## src/rtl/serial_packet_rx.sv

```systemverilog
// Receives 11-bit serial frames (start, 8 data LSB first, odd parity, stop) from an
// asynchronous device clock and assembles WORDS bytes into one packet.
module serial_packet_rx #(
  parameter int WORDS       = 3,
  parameter int BIT_TIMEOUT = 2000,
  parameter int PKT_TIMEOUT = 20000
) (
  input  logic                 ck,
  input  logic                 reset,
  input  logic                 clock,
  input  logic                 currentBit,
  output logic                 packet_valid,
  output logic [8*WORDS-1:0]   packet_data,
  output logic                 err_valid,
  output logic [1:0]           err_code
);

  localparam int MAXT = (BIT_TIMEOUT > PKT_TIMEOUT) ? BIT_TIMEOUT : PKT_TIMEOUT;
  localparam int TW   = $clog2(MAXT) + 1;
  localparam int IW   = (WORDS > 1) ? $clog2(WORDS) : 1;

  localparam logic [1:0] S_IDLE = 2'd0;
  localparam logic [1:0] S_DATA = 2'd1;
  localparam logic [1:0] S_PAR  = 2'd2;
  localparam logic [1:0] S_STOP = 2'd3;

  localparam logic [TW-1:0] T_MAX    = TW'(MAXT);
  localparam logic [TW-1:0] BIT_LIM  = TW'(BIT_TIMEOUT - 1);
  localparam logic [TW-1:0] PKT_LIM  = TW'(PKT_TIMEOUT - 1);
  localparam logic [IW-1:0] LAST_IDX = IW'(WORDS - 1);

  logic [1:0]         clk_sync_q, clk_sync_d;
  logic [1:0]         dat_sync_q, dat_sync_d;
  logic               clk_prev_q, clk_prev_d;
  logic [1:0]         state_q, state_d;
  logic [2:0]         bit_cnt_q, bit_cnt_d;
  logic [7:0]         shift_q, shift_d;
  logic               par_q, par_d;
  logic [IW-1:0]      idx_q, idx_d;
  logic [8*WORDS-1:0] buf_q, buf_d;
  logic [TW-1:0]      tmo_q, tmo_d;
  logic [8*WORDS-1:0] packet_data_q, packet_data_d;
  logic               packet_valid_q, packet_valid_d;
  logic               err_valid_q, err_valid_d;
  logic [1:0]         err_code_q, err_code_d;

  logic fall, bit_in;

  assign fall   = clk_prev_q & ~clk_sync_q[1];
  assign bit_in = dat_sync_q[1];

  always_comb begin
    clk_sync_d     = {clk_sync_q[0], clock};
    dat_sync_d     = {dat_sync_q[0], currentBit};
    clk_prev_d     = clk_sync_q[1];
    state_d        = state_q;
    bit_cnt_d      = bit_cnt_q;
    shift_d        = shift_q;
    par_d          = par_q;
    idx_d          = idx_q;
    buf_d          = buf_q;
    packet_data_d  = packet_data_q;
    packet_valid_d = 1'b0;
    err_valid_d    = 1'b0;
    err_code_d     = err_code_q;
    tmo_d          = (tmo_q == T_MAX) ? tmo_q : tmo_q + 1'b1;

    if (fall) begin
      tmo_d = '0;
      case (state_q)
        S_IDLE: if (!bit_in) begin
          state_d   = S_DATA;
          bit_cnt_d = '0;
        end
        S_DATA: begin
          shift_d   = {bit_in, shift_q[7:1]};
          bit_cnt_d = bit_cnt_q + 3'd1;
          if (bit_cnt_q == 3'd7) state_d = S_PAR;
        end
        S_PAR: begin
          par_d   = bit_in;
          state_d = S_STOP;
        end
        default: begin
          state_d = S_IDLE;
          // A bad stop bit outranks a parity failure.
          if (!bit_in) begin
            err_valid_d = 1'b1;
            err_code_d  = 2'b10;
            idx_d       = '0;
          end else if (!(^{shift_q, par_q})) begin
            err_valid_d = 1'b1;
            err_code_d  = 2'b01;
            idx_d       = '0;
          end else begin
            buf_d[(WORDS - 1 - int'(idx_q)) * 8 +: 8] = shift_q;
            if (idx_q == LAST_IDX) begin
              packet_data_d  = buf_d;
              packet_valid_d = 1'b1;
              idx_d          = '0;
            end else begin
              idx_d = idx_q + 1'b1;
            end
          end
        end
      endcase
    end else if (state_q != S_IDLE && tmo_q >= BIT_LIM) begin
      err_valid_d = 1'b1;
      err_code_d  = 2'b11;
      state_d     = S_IDLE;
      idx_d       = '0;
    end else if (state_q == S_IDLE && idx_q != '0 && tmo_q >= PKT_LIM) begin
      // Leaving idx at 0 also stops this from firing again.
      err_valid_d = 1'b1;
      err_code_d  = 2'b11;
      idx_d       = '0;
    end
  end

  always_ff @(posedge ck or posedge reset) begin
    if (reset) begin
      clk_sync_q     <= 2'b11;
      dat_sync_q     <= 2'b11;
      clk_prev_q     <= 1'b1;
      state_q        <= S_IDLE;
      bit_cnt_q      <= '0;
      shift_q        <= '0;
      par_q          <= 1'b0;
      idx_q          <= '0;
      buf_q          <= '0;
      tmo_q          <= '0;
      packet_data_q  <= '0;
      packet_valid_q <= 1'b0;
      err_valid_q    <= 1'b0;
      err_code_q     <= 2'b00;
    end else begin
      clk_sync_q     <= clk_sync_d;
      dat_sync_q     <= dat_sync_d;
      clk_prev_q     <= clk_prev_d;
      state_q        <= state_d;
      bit_cnt_q      <= bit_cnt_d;
      shift_q        <= shift_d;
      par_q          <= par_d;
      idx_q          <= idx_d;
      buf_q          <= buf_d;
      tmo_q          <= tmo_d;
      packet_data_q  <= packet_data_d;
      packet_valid_q <= packet_valid_d;
      err_valid_q    <= err_valid_d;
      err_code_q     <= err_code_d;
    end
  end

  assign packet_valid = packet_valid_q;
  assign packet_data  = packet_data_q;
  assign err_valid    = err_valid_q;
  assign err_code     = err_code_q;

endmodule

```

## config.mk

```make
export PLATFORM = sky130hd
export DESIGN_NAME = serial_packet_rx
export DESIGN_NICKNAME = d
export VERILOG_FILES = /design/src/rtl/serial_packet_rx.sv
export SDC_FILE = /design/constraint.sdc
export NUM_CORES = 1
export LEC_CHECK = 0
export ABC_AREA = 1
export BUFFER_PORTS_ARGS = -buffer_cell sky130_fd_sc_hd__buf_4
export CAP_MARGIN = 40
export CORE_MARGIN = 2
export CORE_UTILIZATION = 50
export CTS_CLUSTER_SIZE = 8
export DETAILED_ROUTE_END_ITERATION = 8
export PLACE_DENSITY = 0.68
export SETUP_SLACK_MARGIN = 0.2
export SLEW_MARGIN = 20
export SYNTH_ARGS = -nofsm -noshare
export SYNTH_HDL_FRONTEND = slang
export SYNTH_SLANG_ARGS = --single-unit
```

## constraint.sdc

```tcl
create_clock -name ck -period 7.9 [get_ports ck]
set_clock_uncertainty 0.1 [all_clocks]
set_input_delay 1.58 -clock ck [delete_from_list [all_inputs] [get_ports ck]]
set_output_delay 1.58 -clock ck [all_outputs]
set_load 0.02 [all_outputs]
```

==> results.cfg, run 1 <==
[synthesis]
ys_seq_elements = 89
synthCells = 542
synth.distinct_cells = 38
yosys-top-cells-area = dfrtp_1, nand2_1, nand3_1
yosysWarnings = 0
synth_ff_type = dfrtp_1
synth-edff-count = 0
netlist_area_um2 = 4520
avgSynthCellArea_um2 = 8.34
synth_top_area_share_pct = 46.5
synth_top_area_cell = dfrtp_1
syn_nets = 560
async_flop_share_pct = 100
yosysSeqAreaShare_pct = 49.4

[timing]
worst_pin_slew_ps = 611
whs_ps = 260
drv_slew = 0
layout_min_cycle_time_ps = 2670
finalHoldViolations = 0
max_freq_mhz = 375
timing.final.crit_share_pct = 33.8
finalSetupViolCount = 0
slew_headroom_pct = 59.0
tns_ps = 0
rsz0062_at_grt = no

[placed_design]
port_buffers = 31
placed_cells = 666
dp_hpwl_um = 6530
routabilityCongestion = 0.893

[global_route]
grt.total_usage_pct = 20.9
antenna_found_initial = 0
top_usage_layer = met2
use_met1_pct = 29.6
grt_pass1_wl_um = 16600
grt_overflow = 0
use_met3_pct = 4.75
grt_pass1_vias = 3496
use_met2_pct = 32.6
grt_max_degree = 56

[floorplan]
die_w_um = 99.1
row_count = 34
core_area_um2 = 8760
die-area_um2 = 9810
initial_core_util_pct = 51.6
ioPinCount = 32
fp.dieH_um = 99.1

[cts]
cts_buffers = 9
hold_buffers = 0
cts_resized = 0
insertion_delay_ps = 360
htree_levels = 3
clk_pin_slew_worst_paths_ps = 90
postCtsSetupBuffers = 0
cts_tree = built
cts_sinks = 89
clockBufferDepth = 2
cts-root-buf = clkbuf_8

[pwr]
power_density_nw_per_um2 = 262
total_power_mw = 1.32
leakagePower_nw = 2.61
peakVddDrop_mv = 0.164

[flow_run]
maxCapViolCount = 0

[critical_path]
crit_path_start = clk_prev_q
path_max_fanout = 17
crit_arrival_ps = 2810
cp-start-kind = register
crit_type = reg -> reg
r2r_start = clk_prev_q
end_kind = register
required_ps = 8040

[route]
antenna_left = 0
dr.pass1.iters = 5
vias = 3644
finalWirelength_um = 9430
vias_per_cell = 5.34
drcViolationCount = 0
post_drt_wl_per_cell_um = 13.8
drt_iter0_drc = 169

[layout]
drive_gt1_share_pct = 13.6
final_nets = 587
antenna_cells = 0
final-seq-area_um2 = 2230
fillers = 807
area_growth_pct = 11.6
multi_input_area_um2 = 1890
finalNonFillerCells = 682
fin_util_pct = 57.6

[worst_hold_path]
hp-class = reg -> reg
holdCritStartpoint = dat_sync_q[0]

[outcome]
run_status = complete, no violations
## routing by layer
layer  up-vias  routed length (µm)
li1       1807                   -
met1      1733                4430
met2        97                4430
met3         7                 482
met4         0                  81
met5         -                   0
## area by class of cell
class | count | share of cell area [%]
sequential | 89 | 44.3
tap | 108 | 2.68
clock buffer | 10 | 2.73
multi-input combinational | 365 | 37.4
timing repair buffer | 35 | 5.75
inverter | 69 | 5.41
clock inverter | 6 | 1.79
## metrics by stage
stage	setup slack [ps]	cell area, µm²
floorplan	3920	4520
global placement	4890	4770
detailed placement	5260	4820
CTS	5230	5040
global route	4930	5040
finish	5230	5040
## where the power goes
part	switching, mW	internal [mW]	total, mW
Combinational	0.286	0.129	0.416
Clock	0.168	0.188	0.356
Sequential	0.0475	0.501	0.549
Total	0.501	0.818	1.32
## Yosys cell counts (6+ instances only)
library cell  count
a21oi_1           8
buf_2             7
clkbuf_1          6
dfrtp_1          84
ha_1             14
inv_1            63
nand2_1         167
nand3_1          70
nor2_1           22
nor3_1            7
o21ai_0          19
o22ai_1          25
## critical path, stage by stage (launching register included)
cell     delay [ps]
dfstp_2         520
inv_1            40
nor2_2          420
inv_2           250
nor2_2          510
buf_8           240
inv_1            80
nand3_1         160
nand2_1         120
nand2_1          70
nand2_1          50
## kinds of logic after synthesis
logic type	Yosys count	synth area share (%)
simple gates	288	29.4
flops	89	49.4
buf+inv	88	8.86
compound gates	60	7.86
fa+ha+maj	14	3.88
xor+xnor	3	0.582
## cells in the final DEF, fill, tap and decap left out, types with 2 or more instances in the layout
cell         n
dfrtp_1     84
or2_2        2
inv_2        5
inv_1       62
nor2_2       2
ha_1        14
nand2_1    167
nand4_4      2
buf_4       33
nor2_8       2
clkinv_2     2
o211ai_1     2
a211oi_1     2
nor2_1      22
nand2_2      2
xor2_1       2
nor3_1       7
a32o_1       2
a21oi_1      8
o22ai_1     25
nand3_1     70
dfstp_2      5
o21ai_0     19
nand4_1      5
bufinv_16    2
clkbuf_8    10
## registers in the layout (all words and copies together) (netlist names), 2 cells and up
name	cells
idx_q	2
dat_sync_q	2
buf_q	24
err_code	2
packet_data	24
clk_sync_q	2
shift_q	8
state_q	2
bit_cnt_q	3
tmo_q	16
## final timing paths
| kind | to | slack [ps] | cells after the start |
|---|---|---|---|
| setup / recovery | err_code[0] | 5230 | 10 |
| setup reg to reg | err_code[0] | 5230 | 10 |
| max in group asynchronous | clk_sync_q[0] | 5800 | 4 |
| hold reg to reg | dat_sync_q[1] | 260 | 0 |
| hold / removal | dat_sync_q[1] | 260 | 0 |
| min in group asynchronous | packet_data[17] | 1210 | 3 |
Note: power is estimated with default switching activity, not from simulation.
==> run 2, diff against run 1 <==
--- a/config.mk
+++ b/config.mk
@@ -5,7 +5,7 @@
 export SDC_FILE = /design/constraint.sdc
 export NUM_CORES = 1
 export LEC_CHECK = 0
-export ABC_AREA = 1
+export ABC_AREA = 0
 export BUFFER_PORTS_ARGS = -buffer_cell sky130_fd_sc_hd__buf_4
 export CAP_MARGIN = 40
 export CORE_MARGIN = 2
==> constraint.sdc (replaced) <==
create_clock -name ck -period 2.5 [get_ports ck]
set_clock_uncertainty 0.1 [all_clocks]
set_input_delay 0.5 -clock ck [delete_from_list [all_inputs] [get_ports ck]]
set_output_delay 0.5 -clock ck [all_outputs]
set_load 0.02 [all_outputs]
==> run 2 against run 1 <==
Setup slack got worse by 5000 ps. Hold slack got worse by 140 ps. Design area decreased by 3.1%. Die area decreased by 6.4%. Synthesized area decreased by 6.7%. First-iteration DRC count decreased by 25%. Sequential power increased to 3.2 times the previous value. Register-to-register slack got worse by 5000 ps. Synthesized cell count decreased by 27%. Global-route usage decreased by 0.78 points. Critical path type unchanged. Largest cell class unchanged.
==> results.cfg, run 2 <==
[outcome]
run_status = complete, no violations

[global_route]
antenna_found_initial = 0
grt_overflow = 0
grt_pass1_vias = 2854
grt.total_usage_pct = 20.1
grt_max_degree = 40
grt_pass1_wl_um = 14000

[layout]
final_cell_mix = dfrtp_1, buf_4, nand2_1, a21oi_1
antenna_cells = 0
final_common_cell = dfrtp_1
area_growth_pct = 15.9
final_nets = 446
drive_gt1_share_pct = 22.2
fin_util_pct = 59.8

[route]
drcViolationCount = 0
dr.pass1.iters = 4
antenna_left = 0
post_drt_wl_per_cell_um = 15.8
drt_iter0_drc = 127
vias = 3006
vias_per_cell = 5.59
finalWirelength_um = 8500

[timing]
finalSetupViolCount = 0
worst_pin_slew_ps = 670
max_freq_mhz = 445
rsz0062_at_grt = yes
timing.final.crit_share_pct = 89.8
finalHoldViolations = 0
layout_min_cycle_time_ps = 2240
tns_ps = 0
whs_ps = 117
drv_slew = 0
slew_headroom_pct = 54.4

[cts]
htree_levels = 3
cts-root-buf = clkbuf_8
cts_sinks = 89
cts_tree = built
insertion_delay_ps = 360
clk_pin_slew_worst_paths_ps = 90
cts_buffers = 9
clockBufferDepth = 2

[synthesis]
yosysWarnings = 0
avgSynthCellArea_um2 = 10.7
synth_top_area_cell = dfrtp_1
yosys-top-cells-area = dfrtp_1, a32o_1, ha_1
netlist_top_cells_count = dfrtp_1, nand2_1, a21oi_1, nor2_1, a32o_1
synthCells = 394
async_flop_share_pct = 100
ys_seq_elements = 89
synth_top_area_share_pct = 49.9
synth.most_common_cell = dfrtp_1
netlist_area_um2 = 4220
synth.distinct_cells = 46
synth-edff-count = 0
synth_ff_type = dfrtp_1
yosysSeqAreaShare_pct = 53.0
syn_nets = 412

[placed_design]
routabilityCongestion = 0.764
port_buffers = 31
dp_hpwl_um = 5760

[floorplan]
row_count = 33
fp.dieH_um = 95.8
core_area_um2 = 8180
die-area_um2 = 9180
initial_core_util_pct = 51.6
die_w_um = 95.8
ioPinCount = 32

[critical_path]
crit_arrival_ps = 2400
cp-start-kind = register
r2r_start = shift_q[5]
end_kind = register
path_max_fanout = 8
crit_path_start = shift_q[5]
crit_type = reg -> reg
required_ps = 2650

[pwr]
peakVddDrop_mv = 0.468
leakagePower_nw = 2.23
power_density_nw_per_um2 = 882

[worst_hold_path]
hp-class = in -> async

[flow_run]
maxCapViolCount = 0
run 2: cell types whose count changed after synthesis, moves of 7 or more:
| cell | delta |
|---|---|
| nor2b_1 | +25 |
| nand2_1 | -132 |
| mux2_2 | +10 |
| o21ai_1 | +8 |
| nand3_1 | -55 |
| a32o_1 | +24 |
| o22ai_1 | -25 |
| xnor2_1 | +7 |
| xor2_1 | +7 |
| inv_1 | -51 |
| a21oi_1 | +19 |
run 2: stage by stage:
step / power, mW / area [µm²] / std cells / setup WS (ps)
2_1_floorplan: 2.72 / 4220 / 394 / 207
3_3_place_gp: 3.14 / 4590 / 519 / 25.7
5_1_grt: 4.56 / 4890 / 538 / 167
4_1_cts: 4.27 / 4840 / 537 / 224
3_5_place_dp: 3.20 / 4630 / 521 / 18.7
6_report: 4.31 / 4890 / 538 / 255
run 2: worst max-delay path, cell delays in order (launching register included):
cell and delay (ps):
dfrtp_1 400, xnor2_1 240, xnor3_2 490, xnor2_2 200, buf_4 150, nand3_1 250
a32o_1 320
run 2: final cells by class:
class	instances	area, µm²
Clock buffer	10	128
Clock inverter	6	82.6
Fill cell	701	3290
Inverter	12	48.8
Multi-Input combinational cell	269	1880
Sequential cell	89	2240
Tap cell	105	131
Timing Repair Buffer	47	385
run 2: final timing paths:
path                                    to  slack (ps)  cells past startpoint
max                               buf_q[1]         260                      6
min                              buf_q[16]         120                      2
max reg2reg                       buf_q[1]         260                      6
min reg2reg                  clk_sync_q[1]         260                      0
max in group asynchronous  packet_data[15]        1470                      3
min in group ck              clk_sync_q[0]         140                      1
run 2: cells by family after synthesis:
| group | after synthesis | share of synthesized area [%] |
|---|---|---|
| AOI/OAI and AO/OA | 91 | 14.7 |
| xor gates and xnor gates | 21 | 5.58 |
| adders and majority gates | 14 | 4.15 |
| buffers and inverters | 37 | 4.09 |
| DFF | 89 | 53.0 |
| muxes | 12 | 3.15 |
| and+or+nand+nor | 130 | 15.4 |
run 2: report_power, final:
part / total, mW / leakage (nW) / switching (mW) / internal (mW)
Sequential: 1.75 / 1.20 / 0.146 / 1.60
Clock: 1.06 / 0.106 / 0.501 / 0.558
Combinational: 1.50 / 0.925 / 0.804 / 0.697
Total: 4.31 / 2.23 / 1.45 / 2.86
run 2: routing by layer:
| layer | GRT usage [%] | routed length, µm |
|---|---|---|
| met5 | 0 | 0 |
| met4 | 8.45 | 180 |
| met3 | 4.23 | 347 |
| met2 | 33.0 | 4120 |
| met1 | 26.1 | 3850 |
run 2: what timing repair did:
action                     in CTS  in global routing
hold buffers                    0                  0
resized for setup               1                  8
pin swaps                       0                  0
setup endpoints to repair      24                 30
hold endpoints to repair        0                  0
gates cloned                    0                  1
setup buffers                   0                  0
